**src/rtl/mul_share_arb_if.sv**
```systemverilog
// Requester and result channel bundle for mul_share_arb.
// The slave side is the arbiter; the master side is the requesters plus the result consumer.
interface mul_share_arb_if;
   logic       req0;
   logic [3:0] a0;
   logic [3:0] b0;
   logic       gnt0;
   logic       req1;
   logic [3:0] a1;
   logic [3:0] b1;
   logic       gnt1;
   logic       res_valid;
   logic [7:0] res_prod;
   logic       res_id;
   logic       res_ready;
   logic       busy;

   modport slave (
      input  req0, a0, b0, req1, a1, b1, res_ready,
      output gnt0, gnt1, res_valid, res_prod, res_id, busy
   );

   modport master (
      output req0, a0, b0, req1, a1, b1, res_ready,
      input  gnt0, gnt1, res_valid, res_prod, res_id, busy
   );
endinterface

```
**src/rtl/mul_share_arb.sv**
```systemverilog
// Round-robin arbiter that shares one combinational 4x4 multiplier between two requesters.
// The registered, ID-tagged product is held on a valid/ready channel until it is accepted.

module Mul (
   input  logic [3:0] a,
   input  logic [3:0] b,
   output logic [3:0] carry,
   output logic [3:0] sum
);
   assign {carry, sum} = 8'(a) * 8'(b);
endmodule

module mul_share_arb #(
   parameter int unsigned MUL_LAT = 1
) (
   input logic            clk,
   input logic            rst,
   mul_share_arb_if.slave bus
);
   typedef enum logic [1:0] {IDLE, CALC, DONE} state_t;

   localparam logic [3:0] CNT_INIT = 4'(MUL_LAT - 1);

   state_t     state, state_nxt;
   logic [3:0] op_a, op_a_nxt;
   logic [3:0] op_b, op_b_nxt;
   logic [3:0] cnt, cnt_nxt;
   logic       last, last_nxt;
   logic       gnt0, gnt0_nxt;
   logic       gnt1, gnt1_nxt;
   logic       res_valid, res_valid_nxt;
   logic [7:0] res_prod, res_prod_nxt;
   logic       res_id, res_id_nxt;
   logic       win;
   logic [3:0] carry;
   logic [3:0] sum;

   Mul u_mul (
      .a     (op_a),
      .b     (op_b),
      .carry (carry),
      .sum   (sum)
   );

   // Sole requester wins; on a tie the one that was not served last wins.
   assign win = (bus.req0 & bus.req1) ? ~last : bus.req1;

   always_comb begin
      state_nxt     = state;
      op_a_nxt      = op_a;
      op_b_nxt      = op_b;
      cnt_nxt       = cnt;
      last_nxt      = last;
      gnt0_nxt      = 1'b0;
      gnt1_nxt      = 1'b0;
      res_valid_nxt = res_valid;
      res_prod_nxt  = res_prod;
      res_id_nxt    = res_id;
      case (state)
         IDLE: begin
            if (bus.req0 | bus.req1) begin
               op_a_nxt  = win ? bus.a1 : bus.a0;
               op_b_nxt  = win ? bus.b1 : bus.b0;
               last_nxt  = win;
               gnt0_nxt  = ~win;
               gnt1_nxt  = win;
               cnt_nxt   = CNT_INIT;
               state_nxt = CALC;
            end
         end
         CALC: begin
            if (cnt == '0) begin
               res_prod_nxt  = {carry, sum};
               res_id_nxt    = last;
               res_valid_nxt = 1'b1;
               state_nxt     = DONE;
            end else begin
               cnt_nxt = cnt - 4'd1;
            end
         end
         DONE: begin
            if (res_valid & bus.res_ready) begin
               res_valid_nxt = 1'b0;
               state_nxt     = IDLE;
            end
         end
         default: state_nxt = IDLE;
      endcase
   end

   always_ff @(posedge clk) begin
      if (rst) begin
         state     <= IDLE;
         op_a      <= '0;
         op_b      <= '0;
         cnt       <= '0;
         last      <= 1'b1;
         gnt0      <= 1'b0;
         gnt1      <= 1'b0;
         res_valid <= 1'b0;
         res_prod  <= '0;
         res_id    <= 1'b0;
      end else begin
         state     <= state_nxt;
         op_a      <= op_a_nxt;
         op_b      <= op_b_nxt;
         cnt       <= cnt_nxt;
         last      <= last_nxt;
         gnt0      <= gnt0_nxt;
         gnt1      <= gnt1_nxt;
         res_valid <= res_valid_nxt;
         res_prod  <= res_prod_nxt;
         res_id    <= res_id_nxt;
      end
   end

   assign bus.gnt0      = gnt0;
   assign bus.gnt1      = gnt1;
   assign bus.res_valid = res_valid;
   assign bus.res_prod  = res_prod;
   assign bus.res_id    = res_id;
   assign bus.busy      = (state != IDLE);
endmodule
```
**src/flat_wrapper.sv**
```systemverilog
// flat-port wrapper written by rule: the top's interface ports become plain ports
module mul_share_arb_flat 
#(
   parameter int unsigned MUL_LAT = 1
)
  (clk, rst, bus_req0, bus_a0, bus_b0, bus_req1, bus_a1, bus_b1, bus_res_ready, bus_gnt0, bus_gnt1, bus_res_valid, bus_res_prod, bus_res_id, bus_busy);
  mul_share_arb_if bus_i ();
  input logic clk;
  input logic rst;
  input wire logic [$bits(bus_i.req0)-1:0] bus_req0;
  input wire logic [$bits(bus_i.a0)-1:0] bus_a0;
  input wire logic [$bits(bus_i.b0)-1:0] bus_b0;
  input wire logic [$bits(bus_i.req1)-1:0] bus_req1;
  input wire logic [$bits(bus_i.a1)-1:0] bus_a1;
  input wire logic [$bits(bus_i.b1)-1:0] bus_b1;
  input wire logic [$bits(bus_i.res_ready)-1:0] bus_res_ready;
  output wire logic [$bits(bus_i.gnt0)-1:0] bus_gnt0;
  output wire logic [$bits(bus_i.gnt1)-1:0] bus_gnt1;
  output wire logic [$bits(bus_i.res_valid)-1:0] bus_res_valid;
  output wire logic [$bits(bus_i.res_prod)-1:0] bus_res_prod;
  output wire logic [$bits(bus_i.res_id)-1:0] bus_res_id;
  output wire logic [$bits(bus_i.busy)-1:0] bus_busy;
  assign bus_i.req0 = bus_req0;
  assign bus_i.a0 = bus_a0;
  assign bus_i.b0 = bus_b0;
  assign bus_i.req1 = bus_req1;
  assign bus_i.a1 = bus_a1;
  assign bus_i.b1 = bus_b1;
  assign bus_i.res_ready = bus_res_ready;
  assign bus_gnt0 = bus_i.gnt0;
  assign bus_gnt1 = bus_i.gnt1;
  assign bus_res_valid = bus_i.res_valid;
  assign bus_res_prod = bus_i.res_prod;
  assign bus_res_id = bus_i.res_id;
  assign bus_busy = bus_i.busy;
  mul_share_arb #(.MUL_LAT(MUL_LAT)) u_core (.clk(clk), .rst(rst), .bus(bus_i));
endmodule
```
**config.mk**
```make
export PLATFORM = sky130hd
export DESIGN_NAME = mul_share_arb_flat
export DESIGN_NICKNAME = d
export VERILOG_FILES = /design/src/rtl/mul_share_arb_if.sv /design/src/rtl/mul_share_arb.sv /design/src/flat_wrapper.sv
export SDC_FILE = /design/constraint.sdc
export NUM_CORES = 1
export LEC_CHECK = 0
export BUFFER_PORTS_ARGS = -buffer_cell sky130_fd_sc_hd__buf_2
export CORE_MARGIN = 5
export CORE_UTILIZATION = 40
export CTS_CLUSTER_DIAMETER = 80
export CTS_CLUSTER_SIZE = 25
export DETAILED_ROUTE_END_ITERATION = 8
export SYNTH_ARGS = -nofsm -noshare
export SYNTH_HDL_FRONTEND = slang
export SYNTH_SLANG_ARGS = --single-unit
```
**constraint.sdc**
```tcl
create_clock -name clk -period 4.3 [get_ports clk]
set_clock_uncertainty 0.2 [all_clocks]
set_input_delay 0.645 -clock clk [delete_from_list [all_inputs] [get_ports clk]]
set_output_delay 0.645 -clock clk [all_outputs]
set_load 0.01 [all_outputs]
```
* Word level (Yosys, flattened, before mapping)
Index checks and enable logic that the tools add are counted.
** Word-level totals
- Input bits :: 21
- Word-level logic and storage cells :: 49
- Output and inout port bits :: 13
- Flip-flop bits (word level) :: 27
** Operators by class
- Equality and inequality tests :: 6
- Bitwise gates (word level) :: 7
- Multiply operators :: 1
- Reduce and logical (&&, ||, !) cells :: 11
- Add/subtract/negate cells :: 1
- Muxes and demuxes :: 13
** Operator list (number)
- $mux 4 :: 4
- $reduce_and 3->1 :: 3
- $mul 4x4->8 :: 1
- $pmux 4 s2 :: 1
- $mux 2 :: 3
- $ne 2x1->1 const B :: 3
- $pmux 2 s3 :: 1
- $reduce_bool 2->1 :: 3
- $logic_not 4->1 :: 1
- $not 1->1 :: 4
- $reduce_and 2->1 :: 2
- $sub 4x1->4 const B :: 1
- $mux 1 :: 3
- $reduce_or 3->1 :: 1
- $and 1x1->1 :: 2
- $eq 2x1->1 const B :: 1
- $eq 2x2->1 const B :: 1
- $logic_not 2->1 :: 1
- $ne 2x2->1 const B :: 1
- $pmux 1 s2 :: 1
- $or 1x1->1 :: 1

* Depth between registers and ports, before layout
- Depth in word-level cells :: 3
- Mapped depth :: 10
- Mapped depth without buffers :: 10

* Modules after synthesis
Synthesis repeated with hierarchy kept, for this count alone.
** Second synthesis, totals
- Cells, all modules :: 179
- Area, all modules :: 1644.1 um2
** Modules (own cells, without submodules)
- mul_share_arb :: times used 1, cells each 128, area each 1179.9 um2, seq. area each 540.5 um2
- Mul :: times used 1, cells each 51, area each 464.2 um2, seq. area each 0.0 um2

* Worst setup path before layout
No wires, ideal clock.
- Kind :: flip-flop to flip-flop
- Start point :: register u_core.op_a[0]
- End point :: register u_core.res_prod[7], in the netlist u_core.bus.res_prod[7]
- Slack :: 1.417 ns
- Library setup time :: 0.086 ns
- Arrival time :: 2.598 ns
- Period minus slack after synthesis :: 2.883 ns
- Cell stages (with the launch flop) :: 10
- Buffers on the path :: 0
- Required time :: 4.014 ns
- Cell sequence :: dfxtp_1 > nand2_1 > fa_1 > fa_1 > inv_1 > ha_1 > a211oi_1 > o31ai_1 > xnor2_1 > a211oi_1
** On the way
- Word-level cells in the longest chain between the ends :: 1
** RTL lines
- start, declared :: line mul_share_arb.sv:25 : logic [3:0] op_a, op_a_nxt;
- start signal, assigned :: line mul_share_arb.sv:105 : op_a <= op_a_nxt;
- $mul 4x4->8 :: line mul_share_arb.sv:10 : assign {carry, sum} = 8'(a) * 8'(b);
- end signal, assigned :: line mul_share_arb.sv:112 : res_prod <= res_prod_nxt;
- end, declared :: line mul_share_arb.sv:32 : logic [7:0] res_prod, res_prod_nxt;
Every way passes these cells.
A chain may end at the register's enable or synchronous reset.

* Worst setup path in the final report
Ends and elaborated chain as after synthesis.

==> impl_metrics.env <==
export IMPL_grt_pass1_wl_um=5380
export IMPL_critical_path_class="reg2reg"
export IMPL_final_util_pct=47.2
export IMPL_cp_end_kind="flop"
export IMPL_post_place_ws_ps=1270
export IMPL_timing_hold_ws_ps=254
export IMPL_antenna_found_initial=0
export IMPL_placed_cells=258
export IMPL_root_buffer="clkbuf_8"
export IMPL_p_per_area_nw_per_um2=579
export IMPL_path_cells="nand2_1, fa_1, fa_1, inv_1, ha_1, a211oi_1, o31ai_1, xnor2_1, a211oi_1"
export IMPL_ctsHoldBuffers=0
export IMPL_worstMarginPinSlew_ps=635
export IMPL_worstPathArrival_ps=3010
export IMPL_synth_ff_type="dfxtp_1"
export IMPL_numCtsBuffers=3
export IMPL_ys_types=35
export IMPL_synthToLayoutAreaGrowth_pct=14.5
export IMPL_vdd_drop_max_mv=0.229
export IMPL_grt_use_met2_pct=18.9
export IMPL_routed_wl_um=3100
export IMPL_drt_initial_drc_count=52
export IMPL_hold_start="u_core.bus.res_prod[6]"
export IMPL_antennaDiodeCount=0
export IMPL_ys_warn_count=0
export IMPL_synthCells=181
export IMPL_setup_viol=0
export IMPL_syn_num_nets=223
export IMPL_post_drt_via_cell_ratio=4.83
export IMPL_initial_core_util_pct=41.2
export IMPL_synth_seq_cells=27
export IMPL_cp_slowest_stage_delay_ps=540
export IMPL_rsz0062_at_grt="false"
export IMPL_rrSetupSlack_ps=1280
export IMPL_clkTransAtPathRegs_ps=90
export IMPL_worst_path_dominant_cell_family="adder cells"
export IMPL_post_synth_top_area_cell="dfxtp_1"
export IMPL_design_area_um2=1870
export IMPL_vias=1266
export IMPL_fp_row_count=23
export IMPL_grt_busiest_layer="met2"
export IMPL_power_leakage_nw=0.861
export IMPL_num_io_pins=34
export IMPL_reg2reg_from="u_core.op_a[0]"
export IMPL_hold_path_depth=2
export IMPL_start_kind="flop"
export IMPL_critPathMaxFanout=5
export IMPL_synth_area_leaders="dfxtp_1, ha_1, mux2i_1"
export IMPL_fin_cells=262
export IMPL_cts_tree="done"
export IMPL_avgSynthCellArea_um2=9.03
export IMPL_required_ps=4290
export IMPL_die_area_um2=5470
export IMPL_grt_pass1_vias=1220
export IMPL_run_status="finished, final reports clean"
export IMPL_period_share_pct=70.2
export IMPL_max_cap_viol_count=0
export IMPL_fmax_mhz=331
export IMPL_crit_buf_inv=1
export IMPL_dr_pass1_iters=4
export IMPL_synth_async_reset_ratio_pct=0
export IMPL_cts_resized=0
export IMPL_chipWidth_um=73.9
export IMPL_min_path_type="reg2reg"
export IMPL_fin_ws_ps=1280
export IMPL_overflow=0
export IMPL_min_to="u_core.bus.res_prod[6]"
export IMPL_placed_area_um2=1830
export IMPL_cts_sinks=27
export IMPL_portBuffers=33
export IMPL_grt_max_degree=25
export IMPL_clockBufferDepth=2
export IMPL_period_minus_slack_ps=3020
export IMPL_synth_top_area_share_pct=33.1
export IMPL_timing_rr_end="u_core.bus.res_prod[7]"
export IMPL_drive_gt1_share_pct=21.2
export IMPL_htreeDepth=1
export IMPL_grt_use_total_pct=12.3
export IMPL_finalHoldViolCount=0
export IMPL_dieHeight_um=73.9
export IMPL_clkLatencyLatePin_ps=270
export IMPL_drc=0
export IMPL_finalSetupTns_ps=0
export IMPL_post_drt_wl_per_cell_um=11.8
export IMPL_gr_usage_met1_pct=17.1
export IMPL_finalMaxSlewViolations=0
export IMPL_ant_nets=0
export IMPL_routabilityCongestion=0.843
export IMPL_met3_usage_pct=2.03
export IMPL_coreArea_um2=3970
export IMPL_ys_seq_area_share_pct=33.1
export IMPL_mappedNetlistArea_um2=1640
export IMPL_slowest_stage="fa_1"
export IMPL_fin_nets=255
export IMPL_power_mw=1.08
export IMPL_cts_setup_buffers=0
export IMPL_synth_edf_count=0
export IMPL_hpwl_um=2530
export IMPL_slew_headroom_pct=57.4
export IMPL_reg2reg_depth=9
## per-layer routing
layer / vias to the layer above / routed length, µm
met3: 2 / 160
met5: - / 0
li1: 693 / -
met2: 29 / 1340
met1: 542 / 1570
met4: 0 / 36
## synthesized netlist by cell type (2+ instances only)
cell	number
nor2_1	19
a21oi_1	11
clkbuf_1	2
nand2_1	19
nand3_1	5
and3_1	2
nor3_1	3
inv_1	10
ha_1	17
o31ai_1	3
fa_1	4
dfxtp_1	27
a211oi_1	12
xnor2_1	4
mux2i_1	9
buf_2	2
o21ai_0	4
and2_1	11
## registers in the layout (all words and copies together), names as in the netlist
signal                cells
u_core.bus.res_valid      1
u_core.bus.gnt1           1
u_core.state              2
u_core.last               1
u_core.bus.res_id         1
u_core.op_a               4
u_core.cnt                4
u_core.op_b               4
u_core.bus.res_prod       8
u_core.bus.gnt0           1
## layout make-up
type	instances	area (µm²)
Clock buffer	3	41.3
Clock inverter	1	5.00
Fill cell	391	2100
Inverter	10	37.5
Multi-Input combinational cell	138	1020
Sequential cell	27	541
Tap cell	50	62.6
Timing Repair Buffer	33	165
## worst max path at each step
stage | end | slack (ps) | cells past startpoint | startpoint
3_3_place_gp | u_core.bus.res_prod[7] | 1330 | 9 | u_core.op_a[0]
5_1_grt | u_core.bus.res_prod[7] | 1080 | 9 | u_core.op_a[0]
6_report | u_core.bus.res_prod[7] | 1280 | 9 | u_core.op_a[0]
4_1_cts | u_core.bus.res_prod[7] | 1250 | 9 | u_core.op_a[0]
2_1_floorplan | u_core.bus.res_prod[7] | 1420 | 9 | u_core.op_a[0]
3_5_place_dp | u_core.bus.res_prod[7] | 1270 | 9 | u_core.op_a[0]
## cells by family (layout without fill, tap and decap cells)
| logic type | count (synthesis) | in the layout | synth area share [%] |
|---|---|---|---|
| flops | 27 | 27 | 33.1 |
| xor+xnor | 4 | 4 | 2.14 |
| compound gates | 35 | 35 | 14.5 |
| fa+ha+maj | 21 | 21 | 17.9 |
| simple gates | 69 | 69 | 22.4 |
| mux | 9 | 9 | 5.51 |
| buf+inv | 16 | 47 | 4.51 |
## worst register-to-register path, stage by stage (launching register included)
cell	delay (ps)
dfxtp_1	390
nand2_1	100
fa_1	510
fa_1	540
inv_1	60
ha_1	280
a211oi_1	350
o31ai_1	150
xnor2_1	140
a211oi_1	210
## power by group
part	internal [mW]	total, mW	switching, mW
Combinational	0.246	0.554	0.307
Sequential	0.327	0.386	0.0590
Clock	0.0649	0.144	0.0794
Total	0.639	1.08	0.446
## cell usage in the layout (no fill, tap or decap), types with 2 or more instances in the layout
master    instances
and2_1           11
buf_2            33
mux2i_1           9
nor2_1           19
a211oi_1         12
clkbuf_8          3
nor3_1            3
o21ai_0           4
ha_1             17
fa_1              4
o31ai_1           3
nand3_1           5
a21oi_1          11
dfxtp_1          27
nand2_1          19
and3_1            2
xnor2_1           4
inv_1            10
Power figures use the tool's default switching activity.
